$ cat src/rtl/led_blink_arbiter_if.sv
// Request/grant/LED bundle between the status sources and led_blink_arbiter.
// The master side drives the requests; the arbiter attaches to the slave side.
interface led_blink_arbiter_if #(
  parameter int unsigned N_REQ   = 4,
  parameter int unsigned BLINK_W = 4,
  parameter int unsigned DIV_W   = 32
);
  logic [N_REQ-1:0]         req;
  logic [N_REQ*BLINK_W-1:0] req_blinks;
  logic [DIV_W-1:0]         half_period;
  logic [N_REQ-1:0]         grant;
  logic                     busy;
  logic                     done;
  logic                     led;

  modport master (
    output req, req_blinks, half_period,
    input  grant, busy, done, led
  );

  modport slave (
    input  req, req_blinks, half_period,
    output grant, busy, done, led
  );
endinterface

$ cat src/rtl/led_blink_arbiter.sv
// Round-robin, non-preemptive owner of the board LED; plays B blinks of H-cycle half-period per grant.
// Define LED_HEARTBEAT_EN to toggle the LED every HB_DIV cycles while idle.
module led_blink_arbiter #(
  parameter int unsigned N_REQ   = 4,
  parameter int unsigned BLINK_W = 4,
  parameter int unsigned DIV_W   = 32,
  parameter int unsigned HB_DIV  = 1000
) (
  input logic                clk,
  input logic                rst_n,
  led_blink_arbiter_if.slave bus
);

  localparam int unsigned PtrW = (N_REQ > 1) ? $clog2(N_REQ) : 1;

  typedef enum logic [1:0] {StIdle, StOn, StOff, StGap} state_e;

  state_e             state_q, state_d;
  logic [N_REQ-1:0]   grant_q, grant_d;
  logic               busy_q, busy_d;
  logic               done_q, done_d;
  logic               led_q, led_d;
  logic [PtrW-1:0]    ptr_q, ptr_d;
  logic [DIV_W-1:0]   cnt_q, cnt_d;
  logic [DIV_W-1:0]   h_q, h_d;
  logic [BLINK_W-1:0] blink_q, blink_d;
`ifdef LED_HEARTBEAT_EN
  logic [31:0]        hb_q, hb_d;
`endif

  logic               found;
  logic [PtrW-1:0]    winner;
  logic [PtrW-1:0]    cand;
  logic [BLINK_W-1:0] b_sel;
  logic [DIV_W-1:0]   h_sel;

  // First set request at or above the pointer, wrapping around.
  always_comb begin
    found  = 1'b0;
    winner = '0;
    cand   = '0;
    for (int unsigned i = 0; i < N_REQ; i++) begin
      cand = PtrW'((32'(ptr_q) + i) % N_REQ);
      if (!found && bus.req[cand]) begin
        found  = 1'b1;
        winner = cand;
      end
    end
  end

  always_comb begin
    b_sel = '0;
    for (int unsigned i = 0; i < N_REQ; i++) begin
      if (winner == PtrW'(i)) b_sel = bus.req_blinks[i*BLINK_W +: BLINK_W];
    end
    h_sel = (bus.half_period == '0) ? DIV_W'(1) : bus.half_period;
  end

  always_comb begin
    state_d = state_q;
    grant_d = grant_q;
    busy_d  = busy_q;
    done_d  = 1'b0;
    led_d   = led_q;
    ptr_d   = ptr_q;
    cnt_d   = cnt_q;
    h_d     = h_q;
    blink_d = blink_q;
`ifdef LED_HEARTBEAT_EN
    hb_d    = '0;
`endif

    unique case (state_q)
      StIdle: begin
`ifdef LED_HEARTBEAT_EN
        if (hb_q == HB_DIV - 1) begin
          hb_d  = '0;
          led_d = ~led_q;
        end else begin
          hb_d  = hb_q + 32'd1;
        end
`else
        led_d = 1'b0;
`endif
        if (found) begin
          grant_d = '0;
          grant_d[winner] = 1'b1;
          busy_d  = 1'b1;
          ptr_d   = (winner == PtrW'(N_REQ - 1)) ? '0 : winner + PtrW'(1);
          h_d     = h_sel;
          blink_d = b_sel;
          if (b_sel != '0) begin
            led_d   = 1'b1;
            cnt_d   = h_sel - DIV_W'(1);
            state_d = StOn;
          end else begin
            // No blinks: a single-cycle gap so the owner still sees a grant.
            led_d   = 1'b0;
            cnt_d   = '0;
            state_d = StGap;
          end
        end
      end

      StOn: begin
        if (cnt_q == '0) begin
          led_d   = 1'b0;
          cnt_d   = h_q - DIV_W'(1);
          state_d = StOff;
        end else begin
          cnt_d   = cnt_q - DIV_W'(1);
        end
      end

      StOff: begin
        if (cnt_q == '0) begin
          blink_d = blink_q - BLINK_W'(1);
          cnt_d   = h_q - DIV_W'(1);
          if (blink_q != BLINK_W'(1)) begin
            led_d   = 1'b1;
            state_d = StOn;
          end else begin
            state_d = StGap;
          end
        end else begin
          cnt_d = cnt_q - DIV_W'(1);
        end
      end

      StGap: begin
        if (cnt_q == '0) begin
          grant_d = '0;
          busy_d  = 1'b0;
          done_d  = 1'b1;
          led_d   = 1'b0;
          state_d = StIdle;
        end else begin
          cnt_d = cnt_q - DIV_W'(1);
        end
      end

      default: state_d = StIdle;
    endcase
  end

  always_ff @(posedge clk or negedge rst_n) begin
    if (!rst_n) begin
      state_q <= StIdle;
      grant_q <= '0;
      busy_q  <= 1'b0;
      done_q  <= 1'b0;
      led_q   <= 1'b0;
      ptr_q   <= '0;
      cnt_q   <= '0;
      h_q     <= '0;
      blink_q <= '0;
`ifdef LED_HEARTBEAT_EN
      hb_q    <= '0;
`endif
    end else begin
      state_q <= state_d;
      grant_q <= grant_d;
      busy_q  <= busy_d;
      done_q  <= done_d;
      led_q   <= led_d;
      ptr_q   <= ptr_d;
      cnt_q   <= cnt_d;
      h_q     <= h_d;
      blink_q <= blink_d;
`ifdef LED_HEARTBEAT_EN
      hb_q    <= hb_d;
`endif
    end
  end

  assign bus.grant = grant_q;
  assign bus.busy  = busy_q;
  assign bus.done  = done_q;
  assign bus.led   = led_q;

endmodule

$ cat src/flat_wrapper.sv
// flat-port wrapper written by rule: the top's interface ports become plain ports
module led_blink_arbiter_flat 
#(
  parameter int unsigned N_REQ   = 4,
  parameter int unsigned BLINK_W = 4,
  parameter int unsigned DIV_W   = 32,
  parameter int unsigned HB_DIV  = 1000
)
  (clk, rst_n, bus_req, bus_req_blinks, bus_half_period, bus_grant, bus_busy, bus_done, bus_led);
  led_blink_arbiter_if #(.N_REQ(N_REQ), .BLINK_W(BLINK_W), .DIV_W(DIV_W)) bus_i ();
  input logic clk;
  input logic rst_n;
  input wire logic [$bits(bus_i.req)-1:0] bus_req;
  input wire logic [$bits(bus_i.req_blinks)-1:0] bus_req_blinks;
  input wire logic [$bits(bus_i.half_period)-1:0] bus_half_period;
  output wire logic [$bits(bus_i.grant)-1:0] bus_grant;
  output wire logic [$bits(bus_i.busy)-1:0] bus_busy;
  output wire logic [$bits(bus_i.done)-1:0] bus_done;
  output wire logic [$bits(bus_i.led)-1:0] bus_led;
  assign bus_i.req = bus_req;
  assign bus_i.req_blinks = bus_req_blinks;
  assign bus_i.half_period = bus_half_period;
  assign bus_grant = bus_i.grant;
  assign bus_busy = bus_i.busy;
  assign bus_done = bus_i.done;
  assign bus_led = bus_i.led;
  led_blink_arbiter #(.N_REQ(N_REQ), .BLINK_W(BLINK_W), .DIV_W(DIV_W), .HB_DIV(HB_DIV)) u_core (.clk(clk), .rst_n(rst_n), .bus(bus_i));
endmodule
$ cat config.mk
export PLATFORM = sky130hd
export DESIGN_NAME = led_blink_arbiter_flat
export DESIGN_NICKNAME = d
export VERILOG_FILES = /design/src/rtl/led_blink_arbiter_if.sv /design/src/rtl/led_blink_arbiter.sv /design/src/flat_wrapper.sv
export SDC_FILE = /design/constraint.sdc
export NUM_CORES = 1
export LEC_CHECK = 0
export BUFFER_PORTS_ARGS = -buffer_cell sky130_fd_sc_hd__buf_2
export CORE_UTILIZATION = 54
export DETAILED_ROUTE_END_ITERATION = 8
export PLACE_DENSITY_LB_ADDON = 0.05
export SLEW_MARGIN = 15
export SYNTH_ARGS = -nofsm -noshare
export SYNTH_HDL_FRONTEND = slang
export SYNTH_SLANG_ARGS = --single-unit
$ cat constraint.sdc
create_clock -name clk -period 2.7 [get_ports clk]
set_input_delay 0.27 -clock clk [delete_from_list [all_inputs] [get_ports clk]]
set_output_delay 0.27 -clock clk [all_outputs]
set_load 0.05 [all_outputs]
==> results of run 1 <==
-- per-stage QoR --
| step | setup WS, ns | total power [mW] | hold WS (ns) | area (µm²) |
|---|---|---|---|---|
| 6_report | -0.0158 | 8.16 | 0.248 | 7550 |
| 5_1_grt | -0.0859 | 8.71 | 0.256 | 7550 |
| 4_1_cts | -0.00318 | 7.95 | 0.238 | 7480 |
| 3_5_place_dp | -0.231 | 6.97 | 0.284 | 7180 |
| 3_3_place_gp | -0.136 | 6.78 | 0.276 | 7180 |
| 2_1_floorplan | 0.000416 | 5.26 | -0.0256 | 6000 |
-- cells in the final DEF, fill, tap and decap left out, types with 9 or more instances in the layout --
cell                       instances
sky130_fd_sc_hd__ha_1             11
sky130_fd_sc_hd__clkbuf_8          9
sky130_fd_sc_hd__inv_1            16
sky130_fd_sc_hd__xnor2_1          32
sky130_fd_sc_hd__buf_4           103
sky130_fd_sc_hd__nand3_1          25
sky130_fd_sc_hd__or4_1            15
sky130_fd_sc_hd__o211ai_1         21
sky130_fd_sc_hd__mux2_2           31
sky130_fd_sc_hd__a21oi_1          29
sky130_fd_sc_hd__nand2_1          46
sky130_fd_sc_hd__nor3_1           42
sky130_fd_sc_hd__buf_2            59
sky130_fd_sc_hd__o21ai_0          28
sky130_fd_sc_hd__nand4_1          12
sky130_fd_sc_hd__xor2_1           29
sky130_fd_sc_hd__nor4_1           30
sky130_fd_sc_hd__or3_1            14
sky130_fd_sc_hd__dfrtp_1          78
sky130_fd_sc_hd__nor2_1           43
-- layer usage --
metal	part of all wire, %	wire length (µm)
met4	2.8	517
met5	0	0
met3	7.8	1450
met2	46	8630
met1	43	8080
-- sequential cells by signal, summed over array words and instances (netlist names) --
| register | flops |
|---|---|
| u_core.bus.done | 1 |
| u_core.bus.busy | 1 |
| u_core.bus.led | 1 |
| u_core.h_q | 32 |
| u_core.state_q | 2 |
| u_core.bus.grant | 4 |
| u_core.blink_q | 4 |
| u_core.ptr_q | 2 |
| u_core.cnt_q | 32 |
-- power by group --
group	total (mW)	switching (mW)	internal [mW]
Combinational	5.05	2.70	2.35
Clock	0.769	0.452	0.317
Sequential	2.35	0.606	1.74
Total	8.16	3.76	4.41
-- tightest hold or removal path: cells and delay by family --
family | cells | cell delay (ns)
buffers and inverters | 2 | 0.20
muxes | 1 | 0.13
-- logic make-up (layout without fill, tap and decap cells) --
logic type,after synthesis,count (layout),synth area share (%)
multiplexers,33,33,6.20
buffers and inverters,56,205,3.53
flip-flops,79,79,33.2
AND/OR/NAND/NOR,281,281,25.7
AO/OA/AOI/OAI,170,170,19.3
XOR/XNOR,61,61,8.97
adder cells (fa/ha/maj),15,15,3.15
-- layout make-up --
cell class / count / area share [%]
flip-flops and latches: 79 / 26.2
clock buffers: 9 / 1.64
multi-input cells: 560 / 52.5
repair buffers: 172 / 16.1
clock inverters: 5 / 0.364
well taps: 136 / 2.25
inverters: 19 / 0.944
-- final timing paths --
path | endpoint | startpoint | slack [ns]
worst max-delay path | u_core.cnt_q[18]$_DFFE_PN0P_ | u_core.ptr_q[1]$_DFFE_PN0P_ | -0.02
worst min-delay path | u_core.h_q[6]$_DFFE_PN0P_ | bus_half_period[6] | 0.25
worst min register to register | u_core.bus.grant[2]$_DFFE_PN0P_ | u_core.bus.grant[2]$_DFFE_PN0P_ | 0.51
worst max register to register | u_core.cnt_q[18]$_DFFE_PN0P_ | u_core.ptr_q[1]$_DFFE_PN0P_ | -0.02
max in group asynchronous | u_core.h_q[26]$_DFFE_PN0P_ | rst_n | 1.54
min in group asynchronous | u_core.ptr_q[1]$_DFFE_PN0P_ | rst_n | 0.40
-- what timing repair did --
| item | CTS | global route |
|---|---|---|
| endpoints found under the hold margin | 36 | 0 |
| hold buffers | 1 | 0 |
| pin swaps | 7 | 12 |
| gates resized for setup | 22 | 21 |
| gates cloned | 0 | 0 |
| buffers inserted | 4 | 2 |
| setup endpoints to repair | 34 | 36 |
==> flow_summary.toml, run 1 <==
[status]
status = "finished, violations left"
violations = "setup timing"

[route]
remaining_drc_errors = 0
ant_nets = 0
detail_route.first_pass.iterations = 5
avgRoutedWirePerCell_um = 19.1
routed_via_density = 6.42
total_length_of_routed_wires_um = 18700
dr_total_vias = 6288
drt_first_iter_violations = 593

[timing]
period_minus_slack_ns = 2.72
max_freq_mhz = 368
setup-violations-final = 5
postLayoutSetupSlackWorst_ns = -0.0158
timing_max_transition_violations_final = 0
timing.setup.tns_ns = -0.0499
rsz_0062_raised_after_global_routing = "true"
report.final.hold_viol_count = 0
worst-slew-pin-transition_ns = 0.705
worst_slew_margin_rel_pct = 53.0
skew_ns = 0.0149
final.period_utilization_pct = 101

[floorplanning]
floorplan.rows = 37
die_height_um = 107
core_area_mm2 = 0.0105
floorplan.initialDensity_pct = 56.7
io_pins = 61
chipWidth_um = 107
die_area_mm2 = 0.0115

[grt]
grt_start_max_net_pins = 39
grtUsageMet2_pct = 55.5
global_route.peak_usage_layer = "met2"
overall_overflow_remaining_after_global_route = 0
initial_antenna_violation_count = 0
grt.total_usage_pct = 34.4
met3_usage_pct = 4.98
grt_first_pass_wirelength_um = 30400
grt_pass1_vias = 5982
met1_usage_pct = 46.2

[hold_path]
timing.hold.worst.class = "input port to register"
holdPathStages = 3

[setup_path]
crit_fanout = 9
rr_worst_depth = 13
worstPathRequired_ns = 2.95
worst_path_dominant_cell_family = "compound AO/OA/AOI/OAI gates"
worst_path_largest_cell_delay_ns = 0.45
worstSetupPathDepth = 13
worst-endpoint-arrival_ns = 2.97
crit_buf_inv = 3
worstSetupEndpointType = "register"
startpoint_type = "register"
timing.critical_path.cells = "mux2i_1 > nor2_1 > nor3_2 > buf_4 > ha_4 > buf_6 > nand2b_4 > o22a_1 > a21oi_4 > a21oi_4 > buf_6 > and3_1 > a221o_1"
critical_path.slowest_cell = "sky130_fd_sc_hd__dfrtp_2"
worst-setup-path-type = "register to register"

[yosys]
synth_commonest_cells = "sky130_fd_sc_hd__dfrtp_1, sky130_fd_sc_hd__nand2_1, sky130_fd_sc_hd__nor2_1, sky130_fd_sc_hd__nor3_1, sky130_fd_sc_hd__a21oi_1"
synth_area_mm2 = 0.00596
synth_flop_cell = "sky130_fd_sc_hd__dfrtp_1"
yosysMostFrequentCell = "sky130_fd_sc_hd__dfrtp_1"
synth.top_cell.area_share_pct = 33.2
net_count_synth = 764
syn-instance-count = 695
synth-warning-count = 0
number_of_synthesized_flops_with_an_enable_pin = 0
synth.largest_area_cell = "sky130_fd_sc_hd__dfrtp_1"
synth.avg_cell_area_um2 = 8.57
synth.ff_latch_count = 79
async_reset_ff_share_pct = 100
post_synth_num_cell_types = 65
sequential_fraction_of_the_synthesis_area_pct = 33.2
synth_area_leaders = "sky130_fd_sc_hd__dfrtp_1, sky130_fd_sc_hd__mux2_2, sky130_fd_sc_hd__xnor2_1, sky130_fd_sc_hd__xor2_1, sky130_fd_sc_hd__nor3_1"

[placed_design]
port_buffers = 60
dpl.cell_count = 961
finalWeightedCongestion = 0.997
detailed_place_hpwl_um = 14100

[cts]
clockRootBuffer = "sky130_fd_sc_hd__clkbuf_8"
insertion_delay_ns = 0.38
tritoncts_num_sinks = 79
cts-htree-levels = 3
cts.clk_slew.worst_paths_ns = 0.08
max_root_sink_buffers = 2
cts_tree = "yes"
cts_inserted_buffers = 9

[final_layout]
register_area_mm2 = 0.00198
post_route_cells_drive_above_1_share_pct = 31.8
finalNetCount = 910
fin_cells = 980
n_antenna_cell = 0
areaGrowthSynthToFinish_pct = 26.8
multi_input_comb_area_mm2 = 0.00397
filler_cell_count = 849
utilization_pct = 71.9

[job]
drv_cap = 0

[power]
power_density_mw_per_mm2 = 1080
ir_worst_vdd_uv = 653
leakage_power_nw = 3.06
Note: power is estimated with default switching activity, not from simulation.
==> inputs of run 2 (changes only) <==
--- a/config.mk
+++ b/config.mk
@@ -6,7 +6,7 @@
 export NUM_CORES = 1
 export LEC_CHECK = 0
 export BUFFER_PORTS_ARGS = -buffer_cell sky130_fd_sc_hd__buf_2
-export CORE_UTILIZATION = 54
+export CORE_UTILIZATION = 56
 export DETAILED_ROUTE_END_ITERATION = 8
 export PLACE_DENSITY_LB_ADDON = 0.05
 export SLEW_MARGIN = 15
==> constraint.sdc (replaced) <==
create_clock -name clk -period 3 [get_ports clk]
set_input_delay 0.3 -clock clk [delete_from_list [all_inputs] [get_ports clk]]
set_output_delay 0.3 -clock clk [all_outputs]
set_load 0.05 [all_outputs]
==> run 2 against run 1 <==
Compared with the run above: critical endpoint is now u_core.cnt_q[29]$_DFFE_PN0P_; the run now ends clean; non-clock buffer count shrank 47; clock power up 6.4%; highest routed layer unchanged; via count shrank 2.5%; clock skew is 0.0082 ns lower.
==> flow_summary.toml, run 2 (same netlist as run 1, synthesis figures left out) <==
[timing]
max_freq_mhz = 351
period_minus_slack_ns = 2.85
report.final.hold_viol_count = 0
worst_slew_margin_rel_pct = 27.5
worst-slew-pin-transition_ns = 1.09
postLayoutSetupSlackWorst_ns = 0.149
timing.setup.tns_ns = 0
setup-violations-final = 0
skew_ns = 0.00664
timing_max_transition_violations_final = 0
final.period_utilization_pct = 95.0

[power]
leakage_power_nw = 2.83
pwr-share-comb_pct = 57.9
power_density_mw_per_mm2 = 1000
switching_share_pct = 46.4
ir_worst_vdd_uv = 510
pwr-share-seq_pct = 30.5
p_switching_mw = 3.28
clock_power_share_pct = 11.6
internal_power_mw = 3.79

[setup_path]
worstSetupEndpointType = "register"
worst-endpoint-arrival_ns = 3.13
rr_worst_depth = 6
worstPathRequired_ns = 3.28
worst_r2r_endpoint = "u_core.cnt_q[29]$_DFFE_PN0P_"
worstReg2RegStart = "u_core.h_q[8]$_DFFE_PN0P_"
timing.reg2reg.setup_slack_ns = 0.15
crit_fanout = 4
startpoint_type = "register"
worst-setup-path-type = "register to register"

[grt]
grt_start_max_net_pins = 80
grt_pass1_vias = 5906
grt_first_pass_wirelength_um = 29900
overall_overflow_remaining_after_global_route = 0
initial_antenna_violation_count = 0
grt.total_usage_pct = 34.5

[final_layout]
multi_input_comb_area_mm2 = 0.00382
top_regs = "u_core.cnt_q x32, u_core.h_q x32"
layout_common_cells = "sky130_fd_sc_hd__dfrtp_1, sky130_fd_sc_hd__buf_4, sky130_fd_sc_hd__buf_2, sky130_fd_sc_hd__nand2_1"
cell_area_after_layout_mm2 = 0.00705
filler_cell_count = 856
layout.cells.most_common = "sky130_fd_sc_hd__dfrtp_1"
n_antenna_cell = 0
finalNetCount = 863
post_route_cells_drive_above_1_share_pct = 24.3
register_area_mm2 = 0.00198
areaGrowthSynthToFinish_pct = 18.4

[route]
detail_route.first_pass.iterations = 5
avgRoutedWirePerCell_um = 19.4
ant_nets = 0
remaining_drc_errors = 0
dr_total_vias = 6129
drt_first_iter_violations = 698
routed_via_density = 6.56
total_length_of_routed_wires_um = 18200

[floorplanning]
die_height_um = 105
chipWidth_um = 105
core_area_mm2 = 0.0103
floorplan.initialDensity_pct = 57.7
floorplan.rows = 37
die_area_mm2 = 0.0111
io_pins = 61

[cts]
insertion_delay_ns = 0.37
cts_tree = "yes"
cts-htree-levels = 3
max_root_sink_buffers = 2
clockRootBuffer = "sky130_fd_sc_hd__clkbuf_8"
tritoncts_num_sinks = 79
cts.clk_slew.worst_paths_ns = 0.08
cts_inserted_buffers = 9

[status]
status = "completed"

[placed_design]
detailed_place_hpwl_um = 13400
place_ws_ns = -0.0171
port_buffers = 60
post_dp_cell_area_mm2 = 0.00679
finalWeightedCongestion = 0.960

[hold_path]
holdPathStages = 2
hold_path.startpoint = "bus_half_period[19]"
timing.hold.worst.class = "input port to register"
hold_end = "u_core.h_q[19]$_DFFE_PN0P_"

[job]
drv_cap = 0
-- run 2: cell types whose count changed in the layout (fill, tap and decap cells not counted), sizes merged --
cell,previous run,this run
clkbuf,9,12
clkinvlp,1,0
bufinv,0,1
buf,171,124
clkinv,4,3
-- run 2: metrics by stage --
step	hold slack, ns	total power, mW	util (%)	instances
6_report	0.195	7.07	68.3	935
2_1_floorplan	0.00441	4.72	-	695
3_3_place_gp	0.479	5.96	65.8	917
4_1_cts	0.168	6.91	67.6	933
5_1_grt	0.202	7.54	68.3	935
3_5_place_dp	0.488	6.09	65.8	917
-- run 2: worst max-delay path by stage --
stage | start | end | cells past startpoint
final | u_core.h_q[8]$_DFFE_PN0P_ | u_core.cnt_q[29]$_DFFE_PN0P_ | 6
after global routing | u_core.ptr_q[1]$_DFFE_PN0P_ | u_core.cnt_q[31]$_DFFE_PN0P_ | 13
after CTS | u_core.ptr_q[1]$_DFFE_PN0P_ | u_core.cnt_q[7]$_DFFE_PN0P_ | 12
after detailed placement | bus_half_period[30] | u_core.cnt_q[18]$_DFFE_PN0P_ | 11
after global placement | u_core.ptr_q[1]$_DFFE_PN0P_ | u_core.cnt_q[31]$_DFFE_PN0P_ | 13
after floorplan | u_core.ptr_q[1]$_DFFE_PN0P_ | u_core.cnt_q[13]$_DFFE_PN0P_ | 12
-- run 2: critical path: stages (launching register included) --
cell	delay [ns]
sky130_fd_sc_hd__dfrtp_1	0.44
sky130_fd_sc_hd__or4_1	0.62
sky130_fd_sc_hd__or4b_4	0.54
sky130_fd_sc_hd__or3_4	0.42
sky130_fd_sc_hd__or3_1	0.37
sky130_fd_sc_hd__xor2_1	0.16
sky130_fd_sc_hd__o311ai_2	0.20
-- run 2: area by class of cell --
cell class / count / area share, %
tap: 136 / 2.41
clock buffer: 12 / 2.06
inverter: 19 / 1.01
multi-input combinational: 560 / 54.2
clock inverter: 4 / 0.639
sequential: 79 / 28.0
timing repair buffer: 125 / 11.7
-- run 2: metal layers --
| metal | vias to the layer above | routed length (µm) | track usage [%] |
|---|---|---|---|
| met5 | - | 0 | 0 |
| met4 | 0 | 581 | 13.0 |
| met3 | 57 | 1620 | 5.18 |
| met2 | 342 | 8140 | 55.5 |
| met1 | 2898 | 7830 | 47.0 |
| li1 | 2832 | - | - |
-- run 2: power groups by stage --
stage | Clock [mW] | Sequential, mW | Combinational (mW)
after floorplan | 0 | 2.09 | 2.63
after global placement | 0 | 2.11 | 3.85
after detailed placement | 0 | 2.14 | 3.95
after CTS | 0.815 | 2.13 | 3.97
after global routing | 0.858 | 2.22 | 4.46
final | 0.818 | 2.16 | 4.10
-- run 2: timing repair --
item / CTS / global route
buffers inserted: 0 / 0
gates resized for setup: 0 / 8
setup endpoints to repair: 0 / 37
hold buffers: 0 / 1
hold endpoints to repair: 0 / 29
==> inputs of run 3 (changes only) <==
==> constraint.sdc (replaced) <==
create_clock -name clk -period 3.6 [get_ports clk]
set_input_delay 0.36 -clock clk [delete_from_list [all_inputs] [get_ports clk]]
set_output_delay 0.36 -clock clk [all_outputs]
set_load 0.05 [all_outputs]
==> run 3 against run 2 <==
Compared with the run above: wire length decreased by 3.9%; via count decreased by 5.3%; non-clock buffer count decreased by 50; sequential power decreased by 16%; fmax decreased by 14%; cell count decreased by 5.5%; clock skew decreased by 0.00050 ns; worst setup slack improved by 0.14 ns; first-iteration DRC count decreased by 23%; sequential share of layout area increased by 1.7 points; clock power decreased by 3.9%.
==> flow_summary.toml, run 3 (same netlist as run 1, synthesis figures left out) <==
[status]
status = "completed"

[power]
leakage_power_nw = 2.59
power_density_mw_per_mm2 = 852
ir_worst_vdd_uv = 466

[timing]
timing.setup.tns_ns = 0
rsz_0062_raised_after_global_routing = "false"
worst_slew_margin_rel_pct = 32.2
timing_max_transition_violations_final = 0
skew_ns = 0.00614
final.period_utilization_pct = 92.1
worst-slew-pin-transition_ns = 1.02
report.final.hold_viol_count = 0
max_freq_mhz = 302
period_minus_slack_ns = 3.31
setup-violations-final = 0

[cts]
max_root_sink_buffers = 2
cts.clk_slew.worst_paths_ns = 0.08
cts-htree-levels = 3
clockRootBuffer = "sky130_fd_sc_hd__clkbuf_8"
number_of_buffers_added_for_setup_after_cts = 0
post_cts_hold_buffer_count = 0
tritoncts_num_sinks = 79
insertion_delay_ns = 0.36
cts_tree = "yes"
cts_inserted_buffers = 9
post_cts.resized_instances = 0

[placed_design]
finalWeightedCongestion = 0.864
detailed_place_hpwl_um = 12700
port_buffers = 60
dpl.cell_count = 869

[floorplanning]
die_height_um = 105
floorplan.rows = 37
floorplan.initialDensity_pct = 57.7
io_pins = 61
core_area_mm2 = 0.0103
chipWidth_um = 105
die_area_mm2 = 0.0111

[setup_path]
startpoint_type = "register"
worst-endpoint-arrival_ns = 3.60
worstReg2RegStart = "u_core.ptr_q[1]$_DFFE_PN0P_"
worstSetupEndpointType = "register"
crit_fanout = 18
timing.reg2reg.setup_slack_ns = 0.29
worst_r2r_endpoint = "u_core.cnt_q[31]$_DFFE_PN0P_"
cp-startpoint = "u_core.ptr_q[1]$_DFFE_PN0P_"
worst-setup-path-type = "register to register"
rr_worst_depth = 11
worstPathRequired_ns = 3.89

[route]
routed_via_density = 6.57
detail_route.first_pass.iterations = 5
ant_nets = 0
avgRoutedWirePerCell_um = 19.8
remaining_drc_errors = 0
drt_first_iter_violations = 539
dr_total_vias = 5806
total_length_of_routed_wires_um = 17500

[grt]
grt.total_usage_pct = 33.3
grt_first_pass_wirelength_um = 28700
met1_usage_pct = 46.5
grtUsageMet2_pct = 52.6
met3_usage_pct = 4.12
overall_overflow_remaining_after_global_route = 0
global_route.peak_usage_layer = "met2"
initial_antenna_violation_count = 0
grt_start_max_net_pins = 80
grt_pass1_vias = 5555

[final_layout]
layout.cells.most_common = "sky130_fd_sc_hd__dfrtp_1"
top_regs = "u_core.cnt_q x32, u_core.h_q x32"
finalNetCount = 813
areaGrowthSynthToFinish_pct = 11.7
layout_common_cells = "sky130_fd_sc_hd__dfrtp_1, sky130_fd_sc_hd__buf_2, sky130_fd_sc_hd__nand2_1, sky130_fd_sc_hd__nor2_1, sky130_fd_sc_hd__nor3_1"
n_antenna_cell = 0
post_route_cells_drive_above_1_share_pct = 18.6
fin_cells = 884

[hold_path]
timing.hold.worst.class = "input port to asynchronous set/reset pin"

[job]
drv_cap = 0
[run 3: changes by cell type in the layout (fill, tap and decap cells not counted), sizes merged]
cell         before  now
bufinv            1    2
dlygate4sd3       1    0
buf             124   75
clkinv            3    1
[run 3: where the power goes]
group | switching, mW | leakage, nW | internal [mW]
Clock | 0.343 | 0.118 | 0.443
Sequential | 0.514 | 0.968 | 1.30
Combinational | 1.77 | 1.51 | 1.30
[run 3: routing by layer]
layer | wire length (µm) | up-vias
li1 | - | 2739
met1 | 7880 | 2776
met2 | 7890 | 259
met3 | 1270 | 32
met4 | 416 | 0
met5 | 0 | -
[run 3: critical path, cell delays in order (launching register included)]
cell,delay (ns)
sky130_fd_sc_hd__dfrtp_1,0.43
sky130_fd_sc_hd__mux2i_1,0.24
sky130_fd_sc_hd__nor2_1,0.06
sky130_fd_sc_hd__nor3_1,0.38
sky130_fd_sc_hd__ha_1,0.40
sky130_fd_sc_hd__a211oi_1,0.13
sky130_fd_sc_hd__a211oi_1,0.35
sky130_fd_sc_hd__a21oi_1,0.13
sky130_fd_sc_hd__a21oi_2,0.45
sky130_fd_sc_hd__buf_4,0.34
sky130_fd_sc_hd__a32oi_1,0.14
sky130_fd_sc_hd__o211ai_1,0.19
[run 3: how the worst max path moves through the flow]
| stage | to | slack [ns] |
|---|---|---|
| floorplan | u_core.cnt_q[16]$_DFFE_PN0P_ | 0.66 |
| global placement | u_core.cnt_q[18]$_DFFE_PN0P_ | 0.40 |
| detailed placement | u_core.cnt_q[18]$_DFFE_PN0P_ | 0.26 |
| CTS | u_core.cnt_q[31]$_DFFE_PN0P_ | 0.33 |
| global route | u_core.cnt_q[31]$_DFFE_PN0P_ | 0.04 |
| finish | u_core.cnt_q[31]$_DFFE_PN0P_ | 0.29 |
[run 3: metrics by stage]
step / setup slack, ns / utilization, % / cell area, µm² / hold slack [ns] / total power, mW
floorplan: 0.661 / - / 5960 / 0.0644 / 3.93
global placement: 0.404 / 62.2 / 6420 / 0.482 / 4.71
detailed placement: 0.260 / 62.2 / 6420 / 0.487 / 4.83
CTS: 0.333 / 64.4 / 6650 / 0.220 / 5.63
global route: 0.0433 / 64.4 / 6650 / 0.105 / 6.07
finish: 0.286 / 64.4 / 6650 / 0.0303 / 5.67
[run 3: final cells by class]
type / count / area, µm²
multi-input combinational: 560 / 3780
fill: 883 / 3670
clock buffer: 12 / 165
tap: 136 / 170
sequential: 79 / 1980
inverter: 19 / 71.3
timing repair buffer: 75 / 419
clock inverter: 3 / 65.1
